===== src/rtl/kong_pkg.sv =====
// Shared Kong keypad types, key map and helpers.
package kong_pkg;

    typedef logic [3:0] key_idx;

    localparam key_idx KEY_UP    = 4'd2;
    localparam key_idx KEY_LEFT  = 4'd4;
    localparam key_idx KEY_JUMP  = 4'd5;
    localparam key_idx KEY_RIGHT = 4'd6;
    localparam key_idx KEY_DOWN  = 4'd8;

    localparam int KEYPAD_COLS = 4;

    typedef enum logic [1:0] {
        DRIVE_COL0,
        DRIVE_COL1,
        DRIVE_COL2,
        DRIVE_COL3
    } scan_state_t;

    // Lowest-index set key; 0 when none are set.
    function automatic key_idx lowest_key(input logic [15:0] keys);
        lowest_key = '0;
        for (int i = 15; i >= 0; i--)
            if (keys[i]) lowest_key = key_idx'(i);
    endfunction

endpackage


===== src/rtl/kong_key_debounce.sv =====
// Per-key debouncer: the stable bit follows raw only after DEBOUNCE_SCANS
// consecutive completed scans that disagree with it.
module kong_key_debounce #(
    parameter int DEBOUNCE_SCANS = 8
) (
    input  logic clk,
    input  logic resetN,
    input  logic raw,
    input  logic scan_done,
    output logic stable
);

    logic [3:0] cnt;

    always_ff @(posedge clk or negedge resetN) begin
        if (!resetN) begin
            cnt    <= '0;
            stable <= 1'b0;
        end else if (scan_done) begin
            if (raw == stable) begin
                cnt <= '0;
            end else if (cnt == 4'(DEBOUNCE_SCANS - 1)) begin
                stable <= raw;
                cnt    <= '0;
            end else begin
                cnt <= cnt + 4'd1;
            end
        end
    end

endmodule


===== src/rtl/kong_keypad_ctrl.sv =====
// Kong keypad front end: column scan, row sync, per-key debounce, frame-coherent requests.
// Optional KONG_KEYPAD_AUTOREPEAT_EN: a held jump key re-triggers every JUMP_REPEAT_FRAMES frames.
module kong_keypad_ctrl
    import kong_pkg::*;
#(
    parameter int SCAN_DIV           = 2500,
    parameter int DEBOUNCE_SCANS     = 8,
    parameter int JUMP_REPEAT_FRAMES = 30
) (
    input  logic       clk,
    input  logic       resetN,
    input  logic       startOfFrame,
    input  logic [3:0] row_n,
    output logic [3:0] col_n,
    output logic       ask_move_up,
    output logic       ask_move_left,
    output logic       ask_move_right,
    output logic       ask_move_down,
    output logic       ask_move_jump,
    output logic       any_key,
    output logic [3:0] key_code
);

    localparam int DIV_W = $clog2(SCAN_DIV);

    scan_state_t      state;
    logic [DIV_W-1:0] div;
    logic [1:0]       col, next_col;
    logic [3:0]       row_meta, row_sync;
    logic [15:0]      raw, stable;
    logic             scan_done, jump_q, jump_edge, jump_pending, rep_hit;

    assign col      = state;
    assign next_col = col + 2'd1;

    always_ff @(posedge clk or negedge resetN) begin
        if (!resetN) begin
            row_meta <= 4'b1111;
            row_sync <= 4'b1111;
        end else begin
            row_meta <= row_n;
            row_sync <= row_meta;
        end
    end

    // Rows are sampled on the last clock of each column so the synchroniser has settled.
    always_ff @(posedge clk or negedge resetN) begin
        if (!resetN) begin
            state     <= DRIVE_COL0;
            div       <= '0;
            col_n     <= 4'b1110;
            raw       <= '0;
            scan_done <= 1'b0;
        end else begin
            scan_done <= 1'b0;
            if (div == DIV_W'(SCAN_DIV - 1)) begin
                div <= '0;
                for (int r = 0; r < KEYPAD_COLS; r++)
                    raw[{2'(r), col}] <= ~row_sync[r];
                state     <= scan_state_t'(next_col);
                col_n     <= ~(4'b0001 << next_col);
                scan_done <= (state == DRIVE_COL3);
            end else begin
                div <= div + 1'b1;
            end
        end
    end

    for (genvar k = 0; k < 16; k++) begin : g_key
        kong_key_debounce #(.DEBOUNCE_SCANS(DEBOUNCE_SCANS)) u_db (
            .clk       (clk),
            .resetN    (resetN),
            .raw       (raw[k]),
            .scan_done (scan_done),
            .stable    (stable[k])
        );
    end

    assign jump_edge = stable[KEY_JUMP] & ~jump_q;

`ifdef KONG_KEYPAD_AUTOREPEAT_EN
    logic [5:0] rep_cnt;

    assign rep_hit = startOfFrame & stable[KEY_JUMP] & ~jump_edge
                   & (rep_cnt == 6'(JUMP_REPEAT_FRAMES - 1));

    always_ff @(posedge clk or negedge resetN) begin
        if (!resetN)                              rep_cnt <= '0;
        else if (jump_edge)                       rep_cnt <= '0;
        else if (startOfFrame && stable[KEY_JUMP]) rep_cnt <= rep_hit ? 6'd0 : rep_cnt + 6'd1;
    end
`else
    // No repeat in this build; a zero period is outside the legal range, so this is constant low.
    assign rep_hit = (JUMP_REPEAT_FRAMES == 0);
`endif

    // An edge landing on startOfFrame goes straight to the output and is not queued again.
    always_ff @(posedge clk or negedge resetN) begin
        if (!resetN) begin
            jump_q         <= 1'b0;
            jump_pending   <= 1'b0;
            ask_move_up    <= 1'b0;
            ask_move_left  <= 1'b0;
            ask_move_right <= 1'b0;
            ask_move_down  <= 1'b0;
            ask_move_jump  <= 1'b0;
            any_key        <= 1'b0;
            key_code       <= '0;
        end else begin
            jump_q <= stable[KEY_JUMP];
            if (startOfFrame) begin
                jump_pending   <= rep_hit;
                ask_move_up    <= stable[KEY_UP];
                ask_move_left  <= stable[KEY_LEFT];
                ask_move_right <= stable[KEY_RIGHT];
                ask_move_down  <= stable[KEY_DOWN];
                ask_move_jump  <= jump_pending | jump_edge;
                any_key        <= |stable;
                key_code       <= lowest_key(stable);
            end else if (jump_edge) begin
                jump_pending <= 1'b1;
            end
        end
    end

endmodule

===== config.mk =====
export PLATFORM = sky130hd
export DESIGN_NAME = kong_keypad_ctrl
export DESIGN_NICKNAME = d
export VERILOG_FILES = /design/src/rtl/kong_pkg.sv /design/src/rtl/kong_key_debounce.sv /design/src/rtl/kong_keypad_ctrl.sv
export SDC_FILE = /design/constraint.sdc
export NUM_CORES = 1
export LEC_CHECK = 0
export CAP_MARGIN = 10
export CORE_MARGIN = 5
export CORE_UTILIZATION = 51
export DETAILED_ROUTE_END_ITERATION = 8
export PLACE_DENSITY = 0.68
export REMOVE_ABC_BUFFERS = 1
export SYNTH_ARGS = -nofsm -noshare
export SYNTH_HDL_FRONTEND = slang
export SYNTH_SLANG_ARGS = --single-unit

===== constraint.sdc =====
create_clock -name clk -period 4.5 [get_ports clk]
set_input_delay 1.35 -clock clk [delete_from_list [all_inputs] [get_ports clk]]
set_output_delay 1.35 -clock clk [all_outputs]
set_load 0.01 [all_outputs]

; Yosys cells after proc, flatten, opt, wreduce, memory -nomap -nowiden
; Cells that the tools add are included.
[word_totals]
register_bits = 135
inputBits = 7
output_inout_bits = 14
elab_cells = 219
[op_classes]
addsub = 18
magnitude_cmp = 8
eq_ne = 34
shift = 1
muxes = 64
n_bitwise = 24
n_reduce_logical = 22
[op_table]
columns = operator, count
row1 = 4-bit 2-to-1 mux, 48
row2 = "4-bit by 1-bit adder with 4-bit output, second input constant", 16
row3 = 16-bit bitwise mux, 4
row4 = "4-bit by 3-bit equality test with 1-bit output, second input constant", 16
row5 = 3-bit AND reduction, 16
row6 = 1-bit NOT, 21
row7 = 1-bit equality test, 16
row8 = 16-bit OR reduction, 1
row9 = "12-bit by 1-bit adder with 12-bit output, second input constant", 1
row10 = "12-bit equality test, second input constant", 1
row11 = 12-bit 2-to-1 mux, 1
row12 = "4-bit by 5-bit less-than comparator with 1-bit output, second input constant", 2
row13 = 1-bit demux with 2-bit select, 4
row14 = "4-bit by 1-bit >= comparator with 1-bit output, second input constant", 2
row15 = 1-bit 2-to-1 mux, 7
row16 = "2-bit by 5-bit less-than comparator with 1-bit output, second input constant", 1
row17 = "3-bit by 5-bit less-than comparator with 1-bit output, second input constant", 1
row18 = 1-bit logical AND, 4
row19 = 4-bit NOT, 1
row20 = "1-bit by 2-bit left shift with 4-bit output, first input constant", 1
row21 = "3-bit by 1-bit >= comparator with 1-bit output, second input constant", 1
row22 = "2-bit by 1-bit adder with 2-bit output, second input constant", 1
row23 = "2-bit equality test, second input constant", 1
row24 = "2-bit by 1-bit >= comparator with 1-bit output, second input constant", 1
row25 = 3 further kinds, 3

; Depth between registers and ports, before layout
; Gate-level depths: netlist of the first run.
[depth]
ltp_word = 16
mapped_depth = 6
mapped_depth_nobuf = 5

; By module
; From an unflattened synthesis of the first run, not the netlist that was laid out.
[unflattened]
cells_unflattened = 600
area_unflattened_um2 = 6705.2
[by_module_without_submodules]
columns = mod, instances, cells_each, area_per_inst_um2, seq_area_each_um2
row1 = kong_key_debounce, 16, 25, 276.5, 125.1
row2 = kong_keypad_ctrl, 1, 200, 2280.9, 1390.1

; Worst setup path after synthesis of the first run
; No wires, ideal clock.
[synth_timing]
path_type = input-to-reg
from = input port startOfFrame
to = register key_code[1]
setup_ns = 0.129
t_arrival_ns = 2.110
t_required_ns = 4.371
slack_ns = 2.261
cell_stages = 5
n_path_buf = 2
path_cell_list = clkbuf_1 > clkbuf_1 > o31ai_1 > o21ai_0 > o21ai_0
[synth_lines]
columns = item, line_no
row1 = from (decl), kong_keypad_ctrl.sv:12  ; input logic startOfFrame,
row2 = to (signal assigned), kong_keypad_ctrl.sv:119  ; key_code <= lowest_key(stable);
row3 = to (decl), kong_keypad_ctrl.sv:21  ; output logic [3:0] key_code

; Final worst setup path of the first run
[layout_timing]
from = register col_n[2]
to = output port col_n[2]
[layout_lines]
columns = item, line_no
row1 = from (decl), kong_keypad_ctrl.sv:14  ; output logic [3:0] col_n,
row2 = from (signal assigned), kong_keypad_ctrl.sv:61  ; col_n <= ~(4'b0001 << next_col);
; No word-level cell between the ends.

==> flow_metrics.tcl, run 1 <==
set metrics [dict create \
    status "finished, final reports clean" \
    clk_pin_slew_ns 0.06 \
    syn_inst 637 \
    detailed_place_hpwl_um 8157 \
    synth_edf_count 0 \
    die_y_um 121.4 \
    switching_share_pct 20.53 \
    internal_power_mw 2.107 \
    cts_resized 0 \
    critPathLaunchType "register" \
    grt_pass1_wl_um 20980 \
    tightest_slew_ns 1.002 \
    fin_tns_setup_ns 0 \
    met2_length_um 5885 \
    p_seq_share_pct 46.3 \
    rsz0062_at_grt "no" \
    p_leak_nw 3.145 \
    ys_seq_elements 135 \
    tritoncts "done" \
    ys.flop_type "dfrtp_1" \
    period_share_pct 63.15 \
    power.total_mw 2.651 \
    final_util_pct 60.30 \
    n_antenna_cell 0 \
    die_x_um 121.4 \
    synthArstFlopShare_pct 100.0 \
    layout_setup_ws_ns 1.658 \
    worstSetupEndpointType "output port" \
    reg2reg_slack_ns 2.39 \
    grt_pass1_vias 4485 \
    die-area_um2 14740 \
    dp_cells 810 \
    place_congestion 0.8510 \
    slew_headroom_pct 33.22 \
    dr_wl_met3_um 424 \
    r2r_end "raw[8]" \
    min-delay-start "row_meta[1]" \
    yosysWarningCount 0 \
    num_vias 4561 \
    startpoint "col_n[2]" \
    setup.worst_path.class "register to output port" \
    slowest_delay_ns 0.54 \
    cts_made_buffers 17 \
    fmax_ghz 0.3519 \
    drc_errors 0 \
    whs_endpoint "row_sync[1]" \
    stdcell_count 842 \
    nets 689 \
    pwr-share-clk_pct 52.2 \
    post_route_cells_drive_above_1_share_pct 11.13 \
    setup_violations 0 \
    cp_cell_sequence "clkdlybuf4s50_1" \
    drt-initial-drc-count 324 \
    top_level_ports 21 \
    slew_violations 0 \
    required_ns 3.15 \
    seq_area_frac_synth_pct 53.59 \
    top_layer_used "met4" \
    avgSynthCellArea_um2 9.937 \
    hold_ws_ns 0.3501 \
    clock_latency_ns 0.42 \
    p_per_area_nw_per_um2 363.0 \
    grtUsageTotal_pct 18.00 \
    skew_ns 0.006921 \
    wl_per_cell_um 14.46 \
    p_sw_mw 0.5443 \
    crit_buf_inv 1 \
    cts_hold_buffers 0 \
    firstDrtPassIters 5 \
    hold_depth 0 \
    wl_met1_um 5662 \
    r2r_start "div[0]" \
    worst_ir_drop_vdd_v 0.0002702 \
    critPathMaxFanout 2 \
    dpl_cell_area_um2 6700 \
    portBuffers 20 \
    hold_path_class "register to register" \
    htree_levels 4 \
    syn_area_um2 6330 \
    worstPathArrival_ns 1.49 \
    overflow 0 \
    antenna_found_initial 0 \
    p_comb_share_pct 1.5 \
    cts_setup_buffers 0 \
    reg2reg_depth 5 \
    area_delta_synth_final_pct 15.38 \
    fin_area_um2 7303 \
    coreArea_um2 12110 \
    finalCriticalPeriod_ns 2.842 \
    cts_root_buf "clkbuf_16" \
    clk_path_buf_depth 2 \
    ant_nets 0 \
    slowest_stage "dfstp_2" \
    rows 40 \
    viasPerCell 5.417 \
    grt_max_degree 89 \
    drt-total-wl_um 12180 \
    hold_viol 0 \
    yosys.cell_types.count 41 \
    drv.max_cap_violation_count 0 \
    dp_slack_ns 1.669 \
    start_util_pct 52.26 \
    clock_sinks 135 \
    path_delay_family "flip-flops" \
]
==> state kept, by name, summed over array words and instances, names as in the netlist, 2 cells and up <==
signal and flops:
g_key.u_db.cnt 64, g_key.u_db.stable 16, raw 16, div 12
col_n 4, key_code 4, row_meta 4, row_sync 4
col 2
==> Yosys cell counts, drive strengths merged (17+ instances only) <==
cell type / count / area (µm²)
o31ai: 17 / 127.6
o22ai: 19 / 118.9
and3: 17 / 107.6
inv: 27 / 101.4
xnor2: 24 / 210.2
nand2b: 43 / 269.0
ha: 21 / 262.8
dfrtp: 124 / 3103
nor2: 45 / 168.9
mux2: 22 / 247.7
nand2: 111 / 416.7
o21ai: 81 / 405.4
==> cell families (layout without fill, tap and decap cells) <==
kind of cell	Yosys count	in the layout	synth area share [%]
AO/OA/AOI/OAI	129	129	11.60
adder cells (fa/ha/maj)	21	21	4.151
flip-flops	135	135	53.59
XOR/XNOR	28	28	3.874
multiplexers	25	25	4.388
AND/OR/NAND/NOR	255	255	19.69
buffers and inverters	44	81	2.708
==> how the worst max path moves through the flow <==
stage | cells past startpoint | end | slack, ns
3_5_place_dp | 4 | key_code[0] | 1.67
6_report | 1 | col_n[2] | 1.66
5_1_grt | 1 | col_n[1] | 1.62
3_3_place_gp | 4 | key_code[0] | 1.71
2_1_floorplan | 2 | g_key[3].u_db.stable | 1.99
4_1_cts | 1 | col_n[2] | 1.64
==> power groups by stage <==
stage                     Combinational [mW]  Sequential (mW)  Clock (mW)
after floorplan                      0.00376             1.25           0
after global placement                0.0425             1.25           0
after detailed placement              0.0432             1.25           0
after CTS                             0.0431             1.23        1.41
after global routing                  0.0475             1.23        1.47
final                                 0.0407             1.23        1.38
==> metal layers <==
metal  global-route usage (%)  vias to the layer above
met5                        0                        -
met4                    7.563                        0
met3                    4.709                       18
met2                    28.81                       81
met1                    23.17                     2228
li1                         -                     2234
==> cells in the final DEF (no fill, tap or decap), drive strengths merged, types with 5 or more instances in the layout <==
cell             n
and3            17
clkbuf          21
clkdlybuf4s50   19
clkinv           5
dfrtp          124
dfstp           11
ha              21
inv             27
mux2            22
nand2          111
nand2b          43
nand3           10
nand4           10
nor2            45
o21ai           81
o22ai           19
o31ai           17
xnor2           24
==> area by class of cell <==
class | count | area, µm²
Clock buffer | 21 | 480.5
Clock inverter | 11 | 122.6
Fill cell | 1046 | 4808
Inverter | 27 | 101.3
Multi-Input combinational cell | 458 | 2766
Sequential cell | 135 | 3393
Tap cell | 168 | 210.2
Timing Repair Buffer | 22 | 229.0
No activity file was read; power rests on OpenSTA's default activity.
==> run 2: changes to the inputs <==
Clock period 4.5 ns to 2.7 ns, I/O delays scaled along.
==> run 2 against run 1 <==
Effect of this change: register-to-register slack worse by 1.6 ns; cell area about the same; utilization about the same; global-route usage up 0.63 points; worst hold slack lost 0.026 ns; sequential power up 67%; non-clock buffer count increased by 5; count of clock-buffer cells in the layout increased by 1; clock skew is 0.0059 ns higher; routed wire length up 0.50%; sequential share of layout area barely moved; setup slack got worse by 1.3 ns; critical endpoint is now col_n[3]; highest routed layer unchanged.
==> flow_metrics.tcl, run 2 (synthesized netlist as in run 1, its figures left out) <==
set metrics [dict create \
    viasPerCell 5.357 \
    critPathLaunchType "register" \
    n_antenna_cell 0 \
    die_x_um 121.4 \
    overflow 0 \
    cts_resized 0 \
    critPathMaxFanout 2 \
    area_delta_synth_final_pct 15.32 \
    drt-initial-drc-count 357 \
    place_congestion 0.8184 \
    die-area_um2 14740 \
    dp_slack_ns 0.4552 \
    post_route_cells_drive_above_1_share_pct 11.19 \
    mostFrequentLayoutCell "dfrtp_1" \
    hold_viol 0 \
    die_y_um 121.4 \
    cp_cell_sequence "clkdlybuf4s50_1" \
    final_cell_mix "dfrtp_1 (123), nand2_1 (111), o21ai_0 (81), nor2_1 (45), nand2b_1 (43)" \
    status "finished, final reports clean" \
    firstDrtPassIters 4 \
    top_level_ports 21 \
    worstPathArrival_ns 1.49 \
    largest_register_ffs 64 \
    clk_path_buf_depth 2 \
    crit_buf_inv 1 \
    cts_hold_buffers 0 \
    clock_sinks 135 \
    slew_headroom_pct 67.89 \
    wl_per_cell_um 14.45 \
    rsz0062_at_grt "no" \
    start_util_pct 52.26 \
    drt-total-wl_um 12240 \
    nets 694 \
    slew_violations 0 \
    drc_errors 0 \
    drv.max_cap_violation_count 0 \
    cts_root_buf "clkbuf_16" \
    num_vias 4537 \
    portBuffers 20 \
    cts_setup_buffers 0 \
    htree_levels 4 \
    clock_latency_ns 0.43 \
    slowest_stage "dfstp_2" \
    worstSetupEndpointType "output port" \
    grtUsageTotal_pct 18.62 \
    cts_made_buffers 17 \
    layout_setup_ws_ns 0.4045 \
    grt_pass1_wl_um 21670 \
    required_ns 1.89 \
    hold_path_class "primary input to asynchronous set/reset pin" \
    path_delay_family "flip-flops" \
    detailed_place_hpwl_um 8355 \
    period_share_pct 85.02 \
    setup.worst_path.class "register to output port" \
    tightest_slew_ns 0.4782 \
    setup_violations 0 \
    fmax_ghz 0.4356 \
    worst_ir_drop_vdd_v 0.0004651 \
    tritoncts "done" \
    clk_pin_slew_ns 0.06 \
    grt_max_degree 51 \
    skew_ns 0.01284 \
    grt_pass1_vias 4568 \
    coreArea_um2 12110 \
    nFillCells 1004 \
    finalCriticalPeriod_ns 2.295 \
    largestRegisters "g_key.u_db.cnt x64, g_key.u_db.stable x16, raw x16" \
    top_register "g_key.u_db.cnt" \
    antenna_found_initial 0 \
    rows 40 \
    fin_tns_setup_ns 0 \
    ant_nets 0 \
    p_per_area_nw_per_um2 577.9 \
    final_util_pct 60.27 \
    p_leak_nw 3.147 \
    slowest_delay_ns 0.53 \
]
-- run 2: worst paths after layout --
kind	depth (start not counted)	end	slack (ns)	from
max	1	col_n[3]	0.40	col_n[3]
min	1	g_key[7].u_db.cnt[3]	0.32	resetN
max reg2reg	4	raw[11]	0.80	div[0]
min reg2reg	0	row_sync[3]	0.36	row_meta[3]
max in group asynchronous	2	row_meta[2]	1.70	resetN
min in group clk	0	row_sync[3]	0.36	row_meta[3]
-- run 2: cell type report --
class / instances / area, µm² / share of cell area, %
repair buffers: 27 / 291.5 / 3.994
well taps: 168 / 210.2 / 2.880
clock inverters: 10 / 82.58 / 1.131
flip-flops and latches: 135 / 3393 / 46.49
inverters: 27 / 101.3 / 1.388
multi-input cells: 458 / 2766 / 37.90
clock buffers: 22 / 454.2 / 6.222
-- run 2: stage by stage --
step | cells | cell area, µm² | power (mW) | hold WS (ns)
2_1_floorplan | 620 | 6260 | 2.086 | 0.3452
3_3_place_gp | 815 | 6763 | 2.156 | 0.3461
3_5_place_dp | 815 | 6763 | 2.158 | 0.3490
4_1_cts | 847 | 7300 | 4.272 | 0.3264
5_1_grt | 847 | 7300 | 4.369 | 0.3465
6_report | 847 | 7300 | 4.218 | 0.3236
-- run 2: power by group --
part | switching (mW) | leakage, nW | total (mW) | internal, mW
sequential | 0.00621 | 1.83 | 2.05 | 2.04
clock | 0.823 | 0.259 | 2.10 | 1.28
combinational | 0.0502 | 1.06 | 0.0740 | 0.0238
total | 0.879 | 3.15 | 4.22 | 3.34
-- run 2: per-layer routing --
metal,part of all wire [%],global-route usage (%)
met3,3.5,5.688
met1,47,24.25
met2,49,29.64
met5,0,0
met4,0.97,6.303
==> run 3: changes to the inputs <==
Settings changed: HOLD_SLACK_MARGIN set to 0.02, SYNTH_HIERARCHICAL set to 1.
==> run 3 against run 2 <==
Effect of this change: first-iteration DRC count down 20%; sequential power about the same; synthesized area up 5.9%; largest cell class unchanged; maximum frequency up 0.43%; highest routed layer unchanged; count of clock-buffer cells in the layout up 3; register-to-register slack worse by 0.23 ns; worst hold slack better by 0.017 ns; routed wire length up 0.80%; largest power group unchanged; synthesized cell count down 5.8%; global-route usage down 1.9 points; cell count down 3.8%; power up 7.7%; critical path type unchanged.
==> flow_metrics.tcl, run 3 <==
set metrics [dict create \
    status "finished, final reports clean" \
    yosysTopAreaCell "dfrtp_1" \
    clk_pin_slew_ns 0.06 \
    syn_inst 600 \
    start_util_pct 52.49 \
    wl_per_cell_um 15.13 \
    grtUsageTotal_pct 16.69 \
    coreArea_um2 12770 \
    synth_common_cells "dfrtp_1 (124), nand2_1 (60), nand3_1 (57)" \
    p_per_area_nw_per_um2 585.5 \
    r2r_start "div[0]" \
    setup_violations 0 \
    grt_pass1_vias 4363 \
    top_level_ports 21 \
    hold_viol 0 \
    tritoncts "done" \
    synth.area.top_cells "dfrtp_1 (46%), mux2i_1 (4.8%), dfstp_2 (4.3%), nand3_1 (4.3%), ha_1 (3.9%)" \
    clk_path_buf_depth 2 \
    die_y_um 124.7 \
    yosysWarningCount 6 \
    reg2reg_slack_ns 0.57 \
    synth_edf_count 0 \
    n_antenna_cell 0 \
    worst_ir_drop_vdd_v 0.0003801 \
    largest_register_ffs 64 \
    area_delta_synth_final_pct 15.77 \
    crit_buf_inv 1 \
    portBuffers 20 \
    detailed_place_hpwl_um 8572 \
    required_ns 1.89 \
    fmax_ghz 0.4375 \
    reg2reg_depth 5 \
    yosys.cell_types.count 48 \
    viasPerCell 5.561 \
    drt-total-wl_um 12340 \
    synth_top_area_share_pct 46.28 \
    syn_area_um2 6705 \
    overflow 0 \
    slew_violations 0 \
    htree_levels 4 \
    ys_seq_elements 135 \
    finalCriticalPeriod_ns 2.286 \
    ant_nets 0 \
    mostFrequentLayoutCell "dfrtp_1" \
    slowest_delay_ns 0.53 \
    p_leak_nw 3.360 \
    clock_latency_ns 0.42 \
    die_x_um 124.7 \
    r2r_end "raw[12]" \
    hold_ws_ns 0.3403 \
    regArea_um2 3396 \
    rows 41 \
    cts_setup_buffers 0 \
    final_cell_mix "dfrtp_1 (123), nand2_1 (60), nand3_1 (57), inv_1 (42), o21ai_0 (40)" \
    avgSynthCellArea_um2 11.18 \
    hold_path_class "primary input to asynchronous set/reset pin" \
    skew_ns 0.005082 \
    layout_setup_ws_ns 0.4143 \
    dp_slack_ns 0.2450 \
    clock_sinks 135 \
    seq_area_frac_synth_pct 50.59 \
    ys.flop_type "dfrtp_1" \
    slowest_stage "dfstp_2" \
    drt-initial-drc-count 287 \
    drv.max_cap_violation_count 0 \
    grt_pass1_wl_um 21080 \
    tightest_slew_ns 0.5368 \
    cts_hold_buffers 0 \
    nFillCells 1030 \
    antenna_found_initial 0 \
    fin_tns_setup_ns 0 \
    period_share_pct 84.65 \
    dpl_cell_area_um2 7133 \
    post_route_cells_drive_above_1_share_pct 14.93 \
    cp_cell_sequence "clkdlybuf4s50_1" \
    largestRegisters "g_key.u_db/cnt x64, g_key.u_db/stable x16, raw x16" \
    cts_resized 0 \
    die-area_um2 15540 \
    multiInputGateArea_um2 3063 \
    worstSetupEndpointType "output port" \
    rsz0062_at_grt "no" \
    synthArstFlopShare_pct 100.0 \
    setup.worst_path.class "register to output port" \
    path_delay_family "flip-flops" \
    cts_root_buf "clkbuf_16" \
    worstPathArrival_ns 1.48 \
    fin_area_um2 7762 \
    nets 658 \
    critPathMaxFanout 2 \
    top_register "g_key.u_db/cnt" \
    cts_made_buffers 17 \
    critPathLaunchType "register" \
    firstDrtPassIters 4 \
    slew_headroom_pct 64.21 \
    final_util_pct 60.77 \
    num_vias 4532 \
    place_congestion 0.8323 \
    yosysMostFrequentCell "dfrtp_1" \
    grt_max_degree 58 \
    drc_errors 0 \
]
## run 3: layout make-up
type | count | area share [%]
Sequential cell | 135 | 43.75
Inverter | 42 | 2.031
Tap cell | 172 | 2.772
Clock inverter | 7 | 1.467
Timing Repair Buffer | 30 | 3.885
Clock buffer | 25 | 6.641
Multi-Input combinational cell | 404 | 39.46
## run 3: report_power, final
group          leakage [nW]  switching (mW)  internal [mW]
logic                  1.22          0.0526         0.0255
registers              1.83         0.00770           2.04
clock network         0.313           0.822           1.60
## run 3: kinds of logic after synthesis
family                     share of synthesized area [%]
and+or+nand+nor                                    14.56
DFF                                                50.59
AOI/OAI and AO/OA                                  13.98
buffers and inverters                              3.732
muxes                                              8.304
xor gates and xnor gates                           4.926
adders and majority gates                          3.919
## run 3: per-stage QoR
stage | cells | power, mW
3_3_place_gp | 783 | 2.163
3_5_place_dp | 783 | 2.164
4_1_cts | 815 | 4.593
2_1_floorplan | 581 | 2.090
6_report | 815 | 4.545
5_1_grt | 815 | 4.697
## run 3: worst reg2reg max path: cells and delay by family (launching register included)
kind,cells,cell delay [ns]
flops,1,0.44
simple gates,3,1.11
fa+ha+maj,1,0.32
compound gates,1,0.12
## run 3: worst max-delay path by stage
stage          cells after the start  slack, ns                    to         start
5_1_grt                            5       0.34               raw[12]        div[0]
3_5_place_dp                       5       0.25               any_key  startOfFrame
6_report                           1       0.41              col_n[1]      col_n[1]
3_3_place_gp                       5       0.26               any_key  startOfFrame
2_1_floorplan                      2      -0.24  g_key[0].u_db/stable     scan_done
4_1_cts                            1       0.39              col_n[1]      col_n[1]
## run 3: routing by layer
layer  up-vias  wire length (µm)  track usage, %
met2        59              6031           27.23
met1      2266              5792           21.44
li1       2197                 -               -
met4         0               161           6.705
met3        10               349           4.074
met5         -                 0               0
